<file path="src/rtl/shift_add_mult16.sv">
`default_nettype none
// ============================================================================
//  Module   : shift_add_mult16
//  Purpose  : Sequential unsigned 16x16 shift-and-add multiplier that drives
//             a shared external 16-bit adder; 32-bit product in 16 iterations.
//  Revision : 1.0  initial release
// ============================================================================
module shift_add_mult16 #(
    parameter int WIDTH = 16
) (
    input  logic                 clk,
    input  logic                 rst_n,
    input  logic                 in_valid,
    output logic                 in_ready,
    input  logic [WIDTH-1:0]     in_a,
    input  logic [WIDTH-1:0]     in_b,
    output logic                 out_valid,
    input  logic                 out_ready,
    output logic [2*WIDTH-1:0]   product,
    output logic [WIDTH-1:0]     add_a,
    output logic [WIDTH-1:0]     add_b,
    output logic                 add_cin,
    input  logic [WIDTH-1:0]     add_sum,
    input  logic                 add_cout
);

    typedef enum logic [1:0] {
        S_IDLE = 2'd0,
        S_CALC = 2'd1,
        S_DONE = 2'd2
    } state_t;

    localparam logic [4:0] c_LAST_CNT = 5'(WIDTH - 1);

    state_t               r_state;
    state_t               w_next_state;
    logic [WIDTH-1:0]     r_m;
    logic [WIDTH-1:0]     r_acc;
    logic [WIDTH-1:0]     r_q;
    logic [4:0]           r_cnt;
    logic [2*WIDTH-1:0]   r_product;
    logic                 w_last;

    assign w_last  = (r_cnt == c_LAST_CNT);
    assign product = r_product;

    always_ff @(posedge clk) begin
        if (!rst_n) begin
            r_state <= S_IDLE;
        end else begin
            r_state <= w_next_state;
        end
    end

    // Adder operands are forced to zero outside CALC so the shared adder stays quiet.
    always_comb begin
        w_next_state = r_state;
        in_ready     = 1'b0;
        out_valid    = 1'b0;
        add_a        = '0;
        add_b        = '0;
        add_cin      = 1'b0;
        case (r_state)
            S_IDLE: begin
                in_ready = 1'b1;
                if (in_valid) begin
                    w_next_state = S_CALC;
                end
            end
            S_CALC: begin
                add_a = r_acc;
                add_b = r_q[0] ? r_m : '0;
                if (w_last) begin
                    w_next_state = S_DONE;
                end
            end
            S_DONE: begin
                out_valid = 1'b1;
                if (out_ready) begin
                    w_next_state = S_IDLE;
                end
            end
            default: begin
                w_next_state = S_IDLE;
            end
        endcase
    end

    // {cout, sum, q} is shifted right as one 33-bit word so no carry is lost.
    always_ff @(posedge clk) begin
        if (!rst_n) begin
            r_m       <= '0;
            r_acc     <= '0;
            r_q       <= '0;
            r_cnt     <= '0;
            r_product <= '0;
        end else begin
            case (r_state)
                S_IDLE: begin
                    if (in_valid) begin
                        r_m   <= in_a;
                        r_q   <= in_b;
                        r_acc <= '0;
                        r_cnt <= '0;
                    end
                end
                S_CALC: begin
                    r_acc <= {add_cout, add_sum[WIDTH-1:1]};
                    r_q   <= {add_sum[0], r_q[WIDTH-1:1]};
                    r_cnt <= r_cnt + 5'd1;
                    if (w_last) begin
                        r_product <= {add_cout, add_sum, r_q[WIDTH-1:1]};
                    end
                end
                default: begin
                end
            endcase
        end
    end

endmodule
`default_nettype wire

</file>
<file path="config.mk">
export PLATFORM = sky130hd
export DESIGN_NAME = shift_add_mult16
export DESIGN_NICKNAME = d
export VERILOG_FILES = /design/src/rtl/shift_add_mult16.sv
export SDC_FILE = /design/constraint.sdc
export NUM_CORES = 1
export LEC_CHECK = 0
export ABC_AREA = 1
export CELL_PAD_IN_SITES_DETAIL_PLACEMENT = 0
export CELL_PAD_IN_SITES_GLOBAL_PLACEMENT = 1
export CORE_MARGIN = 1
export CORE_UTILIZATION = 31
export DETAILED_ROUTE_END_ITERATION = 10
export GPL_ROUTABILITY_DRIVEN = 0
export GPL_TIMING_DRIVEN = 0
export HOLD_SLACK_MARGIN = 0.02
export PLACE_DENSITY = 0.86
export RECOVER_POWER = 25
export SYNTH_ARGS = -nofsm -noshare
export SYNTH_HDL_FRONTEND = slang
export SYNTH_SLANG_ARGS = --single-unit
</file>
<file path="constraint.sdc">
create_clock -name clk -period 2.15 [get_ports clk]
set_input_delay 0.5375 -clock clk [delete_from_list [all_inputs] [get_ports clk]]
set_output_delay 0.5375 -clock clk [all_outputs]
set_load 0.005 [all_outputs]
</file>
# Word level (Yosys, flattened, before mapping)
# Cells that the tools add are included.
dict set report word_totals {
  elab_cells 34
  out_inout_bits 67
  ff_bits 87
  inputBits 53
}
dict set report classes {
  addsub 1
  mux 15
  reduce_logical 6
  eq_ne 6
}
# operator n
set ops {}
lappend ops {{two-way mux 16 bit} 5}
lappend ops {{case mux 16 bit (2 select lines)} 2}
lappend ops {{case mux 5 bit (2 select lines)} 1}
lappend ops {{two-way mux 2 bit} 3}
lappend ops {{inequality test 2 bit, second input constant} 3}
lappend ops {{case mux 2 bit (3 select lines)} 1}
lappend ops {{AND reduction 2 bit} 3}
lappend ops {{adder 5 x 1 -> 5 bit, second input constant} 1}
lappend ops {{== test 5 x 4 -> 1 bit, second input constant} 1}
lappend ops {{two-way mux 5 bit} 1}
lappend ops {{AND reduction 3 bit} 1}
lappend ops {{== test 2 x 1 -> 1 bit, second input constant} 1}
lappend ops {{== test 2 bit, second input constant} 1}
lappend ops {{zero test 2 bit} 1}
lappend ops {{two-way mux 1 bit} 2}
lappend ops {{nonzero test 2 bit} 1}

# Longest topological paths before layout
# Gate-level depths: netlist of run 1.
dict set report logic_depth {
  ltp_word 3
  ltp_mapped 9
  depth_no_buf 7
}

# Worst setup path before layout of run 1
# OpenSTA, ideal clock, no wires.
dict set report synth_path {
  path_kind {flip-flop to flip-flop}
  from {register r_cnt[0]}
  to {register r_product[10], in the netlist product[10]}
  arrival_time_ps 1553
  path_slack_ps 527
  synth_period_minus_slack_ps 1623
  required_ps 2080
  stages_incl_launch_ff 9
  path_buffers 2
  setup_ps 70
  cell_sequence {dfxtp_1 -> ha_1 -> inv_1 -> nor3_1 -> ha_1 -> clkbuf_1 -> clkbuf_1 -> nand3_1 -> a21oi_1}
}
dict set report synth_via {
  elab_chain_cells 2
}
# item line_no
set synth_rtl {}
lappend synth_rtl {{from (decl)} 40} ;# logic [4:0] r_cnt;
lappend synth_rtl {{from (signal assigned)} 110} ;# r_cnt <= r_cnt + 5'd1;
lappend synth_rtl {{== test 5 x 4 -> 1 bit} 44} ;# assign w_last = (r_cnt == c_LAST_CNT);
lappend synth_rtl {{AND reduction 2 bit (no source line)} n/a}
lappend synth_rtl {{to (signal assigned)} 112} ;# r_product <= {add_cout, add_sum, r_q[WIDTH-1:1]};
lappend synth_rtl {{to (decl)} 41} ;# logic [2*WIDTH-1:0] r_product;
# No other way between the ends.
# A chain may end at the register's enable or synchronous reset.

# Worst setup path after layout of run 1
dict set report layout_path {
  from {register r_state[1]}
  to {output port add_b[2]}
}
dict set report layout_via {
  elab_chain_cells 2
}
# item line_no
set layout_rtl {}
lappend layout_rtl {{from (decl)} 35} ;# state_t r_state;
lappend layout_rtl {{from (signal assigned)} 51} ;# r_state <= w_next_state;
lappend layout_rtl {{== test 2 x 1 -> 1 bit} 63} ;# case (r_state)
lappend layout_rtl {{two-way mux 16 bit} 63}
lappend layout_rtl {{to (decl)} 21} ;# output logic [WIDTH-1:0] add_b,
# No other way between the ends.

==> summary.md, run 1 <==
| Metric | Value |
|---|---|
| First-pass GRT wire length | `16480 um` |
| Largest net degree at the start of global routing | `16` |
| Crit share post-route | `96.90%` |
| Reg2reg path depth | `9` |
| Worst-path cell chain | `inv_2 > nand2_4 > buf_6 > nor2_1 > clkdlybuf4s50_1` |
| # diodes | `0` |
| Sw Pwr | `0.0009336 W` |
| Met2 Routed Length | `4891 um` |
| Antenna-violating nets left | `0` |
| Wire length on met3 | `503 um` |
| Worst-Margin Slew | `0.5531 ns` |
| Outcome | `complete, no violations` |
| Post-synth net total | `573` |
| Max Clock Skew | `about 0.0084 ns` |
| Vias per inst | `4.638` |
| Max Used Layer | `met4` |
| Switching Share | `25.64%` |
| CTS Root Cell | `clkbuf_16` |
| Number of global-route vias before repair | `roughly 3400` |
| Minimum clock period | `2.083 ns` |
| Setup crit start kind | `register` |
| WP data arrival | `approximately 1.6 ns` |
| Top-Level Pins | `120` |
| Pwr dens | `682.4 nW/um2` |
| Placed cell count | `775` |
| FF+latch count, synth | `87` |
| CTS HTree Levels | `3` |
| Pins Over Slew Limit | `0` |
| R2r startpoint | `r_state[1]` |
| Crit path largest cell delay | `0.50 ns` |
| Die span in y | `around 110 um` |
| Reg-to-reg setup timing slack | `0.23 ns` |
| M1 wire length | `4855 um` |
| Clock Power Share | `between 40% and 50%` |
| Leading cell type in the layout, fill and taps excluded | `nand2_1` |
| Initial core utilization | `32.46%` |
| Die width | `109.5 um` |
| Setup Crit Path Kind | `register to output port` |
| Synth warnings | `0` |
| Register area share after synthesis | `48.64%` |
| Most frequent cells in the layout | `nand2_1, nor2_1, dfxtp_1, clkdlybuf4s50_1, a21oi_1` |
| Number of I/O port buffers | `117` |
| DRT iter0 DRCs | `slightly below 200` |
| Die ar. | `11980 um2` |
| Setup crit start | `r_state[1]` |
| CTS tree | `built` |
| Tot GR Track Use | `17.90%` |
| End of the critical path | `add_b[2]` |
| Worst rel slew slack | `63.12%` |
| Layout Cells excl Fill | `793` |
| CP required | `1.61 ns` |
| Drt drc | `0` |
| Final Hold Viols | `0` |
| Rows | `38` |
| Wire per inst | `approximately 13 um` |
| CP max-delay cell | `clkdlybuf4s50_1` |
| Share of layout cells above drive strength 1 | `7.504%` |
| Worst Path Max Fanout | `10` |
| Clock latency on the worst-skew pair | `0.33 ns` |
| Largest cells by area after synthesis | `dfxtp_1, nand2_1, nor2_1` |
| Final Setup Violations | `0` |
| Post-Syn Instances | `518` |
| Mapped cell area | `3581 um2` |
| Hold Crit Class | `register to register` |
| Peak Freq | `between 0.4 and 0.5 GHz` |
| Grt total ovfl | `0` |
| Core area | `11030 um2` |
| Post-DP HPWL | `~7600 um` |
| Max IR drop VDD | `0.0003449 V` |
| Final #Nets | `~700` |
| WL final | `10370 um` |
| Initial antenna violation count | `0` |
| Layout area overhead | `49.02%` |
| Avg Synthesized Cell Area | `6.913 um2` |
| RSZ-0062 raised after global routing | `no` |
| DR vias | `3678` |
| Setup crit end kind | `output port` |
| CTS hold repair buffers | `0` |
| Clock tree buffer depth | `2` |
| Lkg Pwr | `2.508 nW` |
| CTS sink cnt | `87` |
| Reg power frac | `47.5%` |
| R2R Path End | `r_cnt[2]` |
| CTS buffer count | `9` |
| Pwr Total | `0.003642 W` |
| Unique masters post-synth | `23` |
| Yosys top cell area share | `48.64%` |
| Logic pwr share | `12.3%` |
| Max cap viols | `0` |
| Dominant cell type by area after synthesis | `dfxtp_1` |
| Cell internal pwr | `0.002708 W` |
| First-pass iteration count of the detailed router | `4` |
| Clock transition at path regs | `0.06 ns` |
## through the flow
| step | hold WS (ns) | util [%] | worst slack, ns | TNS [ns] | cell area, um2 |
|---|---|---|---|---|---|
| finish | 0.4584 | 48.38 | 0.06662 | 0 | 5336 |
| global route | 0.4714 | 48.38 | 0.002921 | 0 | 5336 |
| CTS | 0.4635 | 47.73 | -0.01213 | -0.01326 | 5265 |
| detailed placement | 0.4537 | 44.67 | -0.2751 | -7.236 | 4927 |
| global placement | 0.4497 | 44.67 | -0.2471 | -6.133 | 4927 |
| floorplan | 0.4400 | - | 0.5268 | 0 | 3581 |
## layout make-up
type | count | area, um2
Fill cell | 1134 | 5694
Sequential cell | 87 | 1747
Multi-Input combinational cell | 367 | 1578
Timing Repair Buffer | 122 | 1271
Clock buffer | 10 | 239.0
Buffer | 34 | 182.7
Tap cell | 140 | 175.2
Inverter | 27 | 101.3
Clock inverter | 6 | 42.54
## power by group through the flow
| stage | Sequential [W] | Clock (W) | Combinational [W] |
|---|---|---|---|
| 3_5_place_dp | 0.00176 | 0 | 0.000443 |
| 4_1_cts | 0.00173 | 0.00150 | 0.000456 |
| 5_1_grt | 0.00174 | 0.00157 | 0.000508 |
| 6_report | 0.00173 | 0.00146 | 0.000450 |
| 2_1_floorplan | 0.00175 | 0 | 0.000241 |
| 3_3_place_gp | 0.00176 | 0 | 0.000436 |
## cell families (layout without fill, tap and decap cells)
| group | after synthesis | after routing | synth area share, % |
|---|---|---|---|
| adders and majority gates | 2 | 2 | 0.6987 |
| buffers and inverters | 64 | 199 | 7.582 |
| AOI/OAI and AO/OA | 92 | 92 | 13.03 |
| other | 1 | 1 | 0.1047 |
| and+or+nand+nor | 272 | 272 | 29.94 |
| DFF | 87 | 87 | 48.64 |
## layer usage
layer | GRT usage (%) | vias up
met5 | 0 | -
met4 | 5.714 | 0
met3 | 2.905 | 11
met2 | 30.19 | 99
met1 | 23.28 | 1676
li1 | - | 1892
## worst min-delay path by stage
stage	from	endpoint	slack, ns	depth (start not counted)
after floorplan	r_acc[10]	r_acc[10]	0.44	2
after global placement	r_acc[13]	r_acc[13]	0.45	2
after detailed placement	r_acc[9]	r_acc[9]	0.45	2
after CTS	r_acc[15]	r_acc[15]	0.46	2
after global routing	product[15]	product[15]	0.47	2
final	product[7]	product[7]	0.46	2
## critical path: cells and delay by family (launching register included)
| family | cells | cell delay (ns) |
|---|---|---|
| flops | 1 | 0.32 |
| buf+inv | 3 | 0.74 |
| simple gates | 2 | 0.16 |
## sequential cells by signal (all words and copies together), names as in the netlist
| register | count |
|---|---|
| r_state | 2 |
| r_m | 16 |
| product | 32 |
| r_acc | 16 |
| r_cnt | 5 |
| r_q | 16 |
## cells in the mapped netlist
cell        n
or2_2       1
buf_2      12
clkbuf_2    1
dfxtp_1    87
o21ai_0    32
conb_1      1
buf_4       4
nand2_2     1
nand4_1     1
o21ai_1     4
buf_1       4
a21oi_1    54
clkbuf_1   16
inv_1      23
o21ai_2     1
clkinv_1    1
nand2_1   135
inv_2       3
nand3_1    34
nor3_1      1
nor2_1     99
o21a_1      1
ha_1        2
## what timing repair did
item	in CTS	in global routing
buffers inserted	3	2
pin swaps	1	0
gates cloned	0	0
setup endpoints to repair	32	58
gates resized for setup	23	31
(Power assumes the default switching activity.)
==> inputs of run 2 (changes only) <==
--- a/config.mk
+++ b/config.mk
@@ -8,13 +8,13 @@
 export ABC_AREA = 1
 export CELL_PAD_IN_SITES_DETAIL_PLACEMENT = 0
 export CELL_PAD_IN_SITES_GLOBAL_PLACEMENT = 1
-export CORE_MARGIN = 1
-export CORE_UTILIZATION = 31
+export CORE_MARGIN = 1.5
+export CORE_UTILIZATION = 28
 export DETAILED_ROUTE_END_ITERATION = 10
 export GPL_ROUTABILITY_DRIVEN = 0
 export GPL_TIMING_DRIVEN = 0
 export HOLD_SLACK_MARGIN = 0.02
-export PLACE_DENSITY = 0.86
+export PLACE_DENSITY = 0.82
 export RECOVER_POWER = 25
 export SYNTH_ARGS = -nofsm -noshare
 export SYNTH_HDL_FRONTEND = slang
==> constraint.sdc (replaced) <==
create_clock -name clk -period 1.8 [get_ports clk]
set_input_delay 0.45 -clock clk [delete_from_list [all_inputs] [get_ports clk]]
set_output_delay 0.45 -clock clk [all_outputs]
set_load 0.005 [all_outputs]
==> summary.md, run 2 (synthesized netlist as in run 1, its figures left out) <==
| Metric | Value |
|---|---|
| CTS sink cnt | `87` |
| Setup crit start kind | `register` |
| Grt total ovfl | `0` |
| Hold path depth | `2` |
| Max reg flops | `32` |
| Pwr dens | `817.3 nW/um2` |
| CP max-delay cell | `dfxtp_4` |
| Crit path largest cell delay | `0.34 ns` |
| Placed cell count | `807` |
| Minimum clock period | `1.747 ns` |
| WHS Endpoint | `r_acc[7]` |
| Vias per inst | `4.446` |
| Max cap viols | `0` |
| Fin util | `42.97%` |
| Max Clock Skew | `0.007681 ns` |
| Die span in y | `116.1 um` |
| Layout area overhead | `50.80%` |
| CTS buffer count | `9` |
| Setup crit end kind | `output port` |
| Wire per inst | `roughly 13 um` |
| R2r startpoint | `r_state[1]` |
| Clock latency on the worst-skew pair | `about 0.33 ns` |
| Worst-path cell chain | `buf_4 > buf_4 > nand2_1 > nor2_1 > clkdlybuf4s15_1` |
| Crit share post-route | `97.03%` |
| Peak Freq | `approximately 0.57 GHz` |
| Hold Crit Class | `register to register` |
| CP required | `between 1 and 1.5 ns` |
| Top-Level Pins | `120` |
| Setup Crit Path Kind | `register to output port` |
| Pins Over Slew Limit | `0` |
| Post-DP HPWL | `between 7000 and 8000 um` |
| Core area | `approximately 13000 um2` |
| Worst Path Max Fanout | `5` |
| DR vias | `3712` |
| Share of layout cells above drive strength 1 | `13.73%` |
| Final #Nets | `roughly 700` |
| Clock tree buffer depth | `2` |
| Largest net degree at the start of global routing | `15` |
| Die width | `116.1 um` |
| Layout Cells excl Fill | `835` |
| Lkg Pwr | `between 2 and 2.5 nW` |
| Reg-to-reg setup timing slack | `around 0.18 ns` |
| Tot GR Track Use | `approximately 16%` |
| Buf/Inv on CP | `3` |
| CTS HTree Levels | `3` |
| Max IR drop VDD | `0.0005690 V` |
| Rows | `41` |
| Initial antenna violation count | `0` |
| Number of I/O port buffers | `117` |
| First-pass iteration count of the detailed router | `4` |
| Die ar. | `around 13000 um2` |
| Leading cell type in the layout, fill and taps excluded | `nand2_1` |
| Fill count | `around 1300` |
| CTS hold repair buffers | `0` |
| # diodes | `0` |
| Final Setup Violations | `0` |
| CTS tree | `built` |
| CP delay by family, top | `buffers and inverters` |
| DRT iter0 DRCs | `258` |
| Hold path startpoint | `r_acc[7]` |
| Initial core utilization | `28.49%` |
| R2R Path End | `r_acc[3]` |
| Final Hold Viols | `0` |
| WHS | `0.4596 ns` |
| WP data arrival | `1.30 ns` |
| Outcome | `complete, no violations` |
| CTS Root Cell | `clkbuf_16` |
| Reg2reg path depth | `9` |
| Antenna-violating nets left | `0` |
| Drt drc | `0` |
| Most used cell, CP | `buf_4` |
| First-pass GRT wire length | `16660 um` |
| Clock transition at path regs | `around 0.070 ns` |
| WL final | `roughly 11000 um` |
| Number of global-route vias before repair | `3489` |
| Most frequent cells in the layout | `nand2_1, nor2_1, dfxtp_1, clkdlybuf4s50_1, a21oi_1` |
[run 2: worst max path at each step]
stage	end	cells after the start	slack (ns)	from
2_1_floorplan	product[10]	8	0.18	r_cnt[0]
3_3_place_gp	add_a[0]	6	-0.57	r_state[1]
3_5_place_dp	add_a[0]	6	-0.57	r_state[1]
4_1_cts	in_ready	2	-0.04	r_state[0]
5_1_grt	product[24]	7	-0.001	r_cnt[0]
6_report	add_b[2]	5	0.05	r_q[0]
[run 2: report_power, final]
| part | switching (W) | internal [W] | leakage (nW) |
|---|---|---|---|
| Sequential | 0.0000543 | 0.00201 | 0.712 |
| Clock | 0.000756 | 0.00101 | 0.142 |
| Combinational | 0.000308 | 0.000274 | 1.27 |
| Total | 0.00112 | 0.00329 | 2.13 |
[run 2: what timing repair did]
item                       CTS  global route
cloned                       0             1
resized for setup           77            48
hold endpoints to repair     0             0
pin swaps                    2             3
setup endpoints to repair   72            66
setup buffers                9             6
[run 2: routing by layer]
layer | part of all wire (%) | vias up | track usage [%]
li1 | - | 1922 | -
met1 | 46 | 1670 | 20.68
met2 | 47 | 107 | 26.51
met3 | 5.4 | 13 | 2.802
met4 | 1.3 | 0 | 5.610
met5 | 0 | - | 0
[run 2: stage by stage]
step / TNS [ns] / area [um2] / setup WS (ns) / power (W)
final: 0 / 5400 / 0.05338 / 0.004414
after global routing: -0.002035 / 5400 / -0.001083 / 0.004620
after CTS: -0.05231 / 5310 / -0.03884 / 0.004427
after detailed placement: -28.18 / 4967 / -0.5701 / 0.002635
after global placement: -25.39 / 4967 / -0.5689 / 0.002626
after floorplan: 0 / 3581 / 0.1768 / 0.002381
[run 2: worst reg2reg max path, delay by kind of cell, from the launching register on]
kind	cells	cell delay, ns
simple gates	2	0.18
compound gates	1	0.14
buf+inv	6	0.90
flops	1	0.33
[run 2: cell type report]
class                   count  area [um2]  share of cell area [%]
clock buffers              11       252.7                   4.680
well taps                 172       215.2                   3.985
multi-input cells         367        1629                   30.17
flip-flops and latches     87        1750                   32.41
plain buffers              33       203.9                   3.777
repair buffers            133        1214                   22.47
clock inverters             5       31.28                  0.5792
inverters                  27       103.9                   1.923
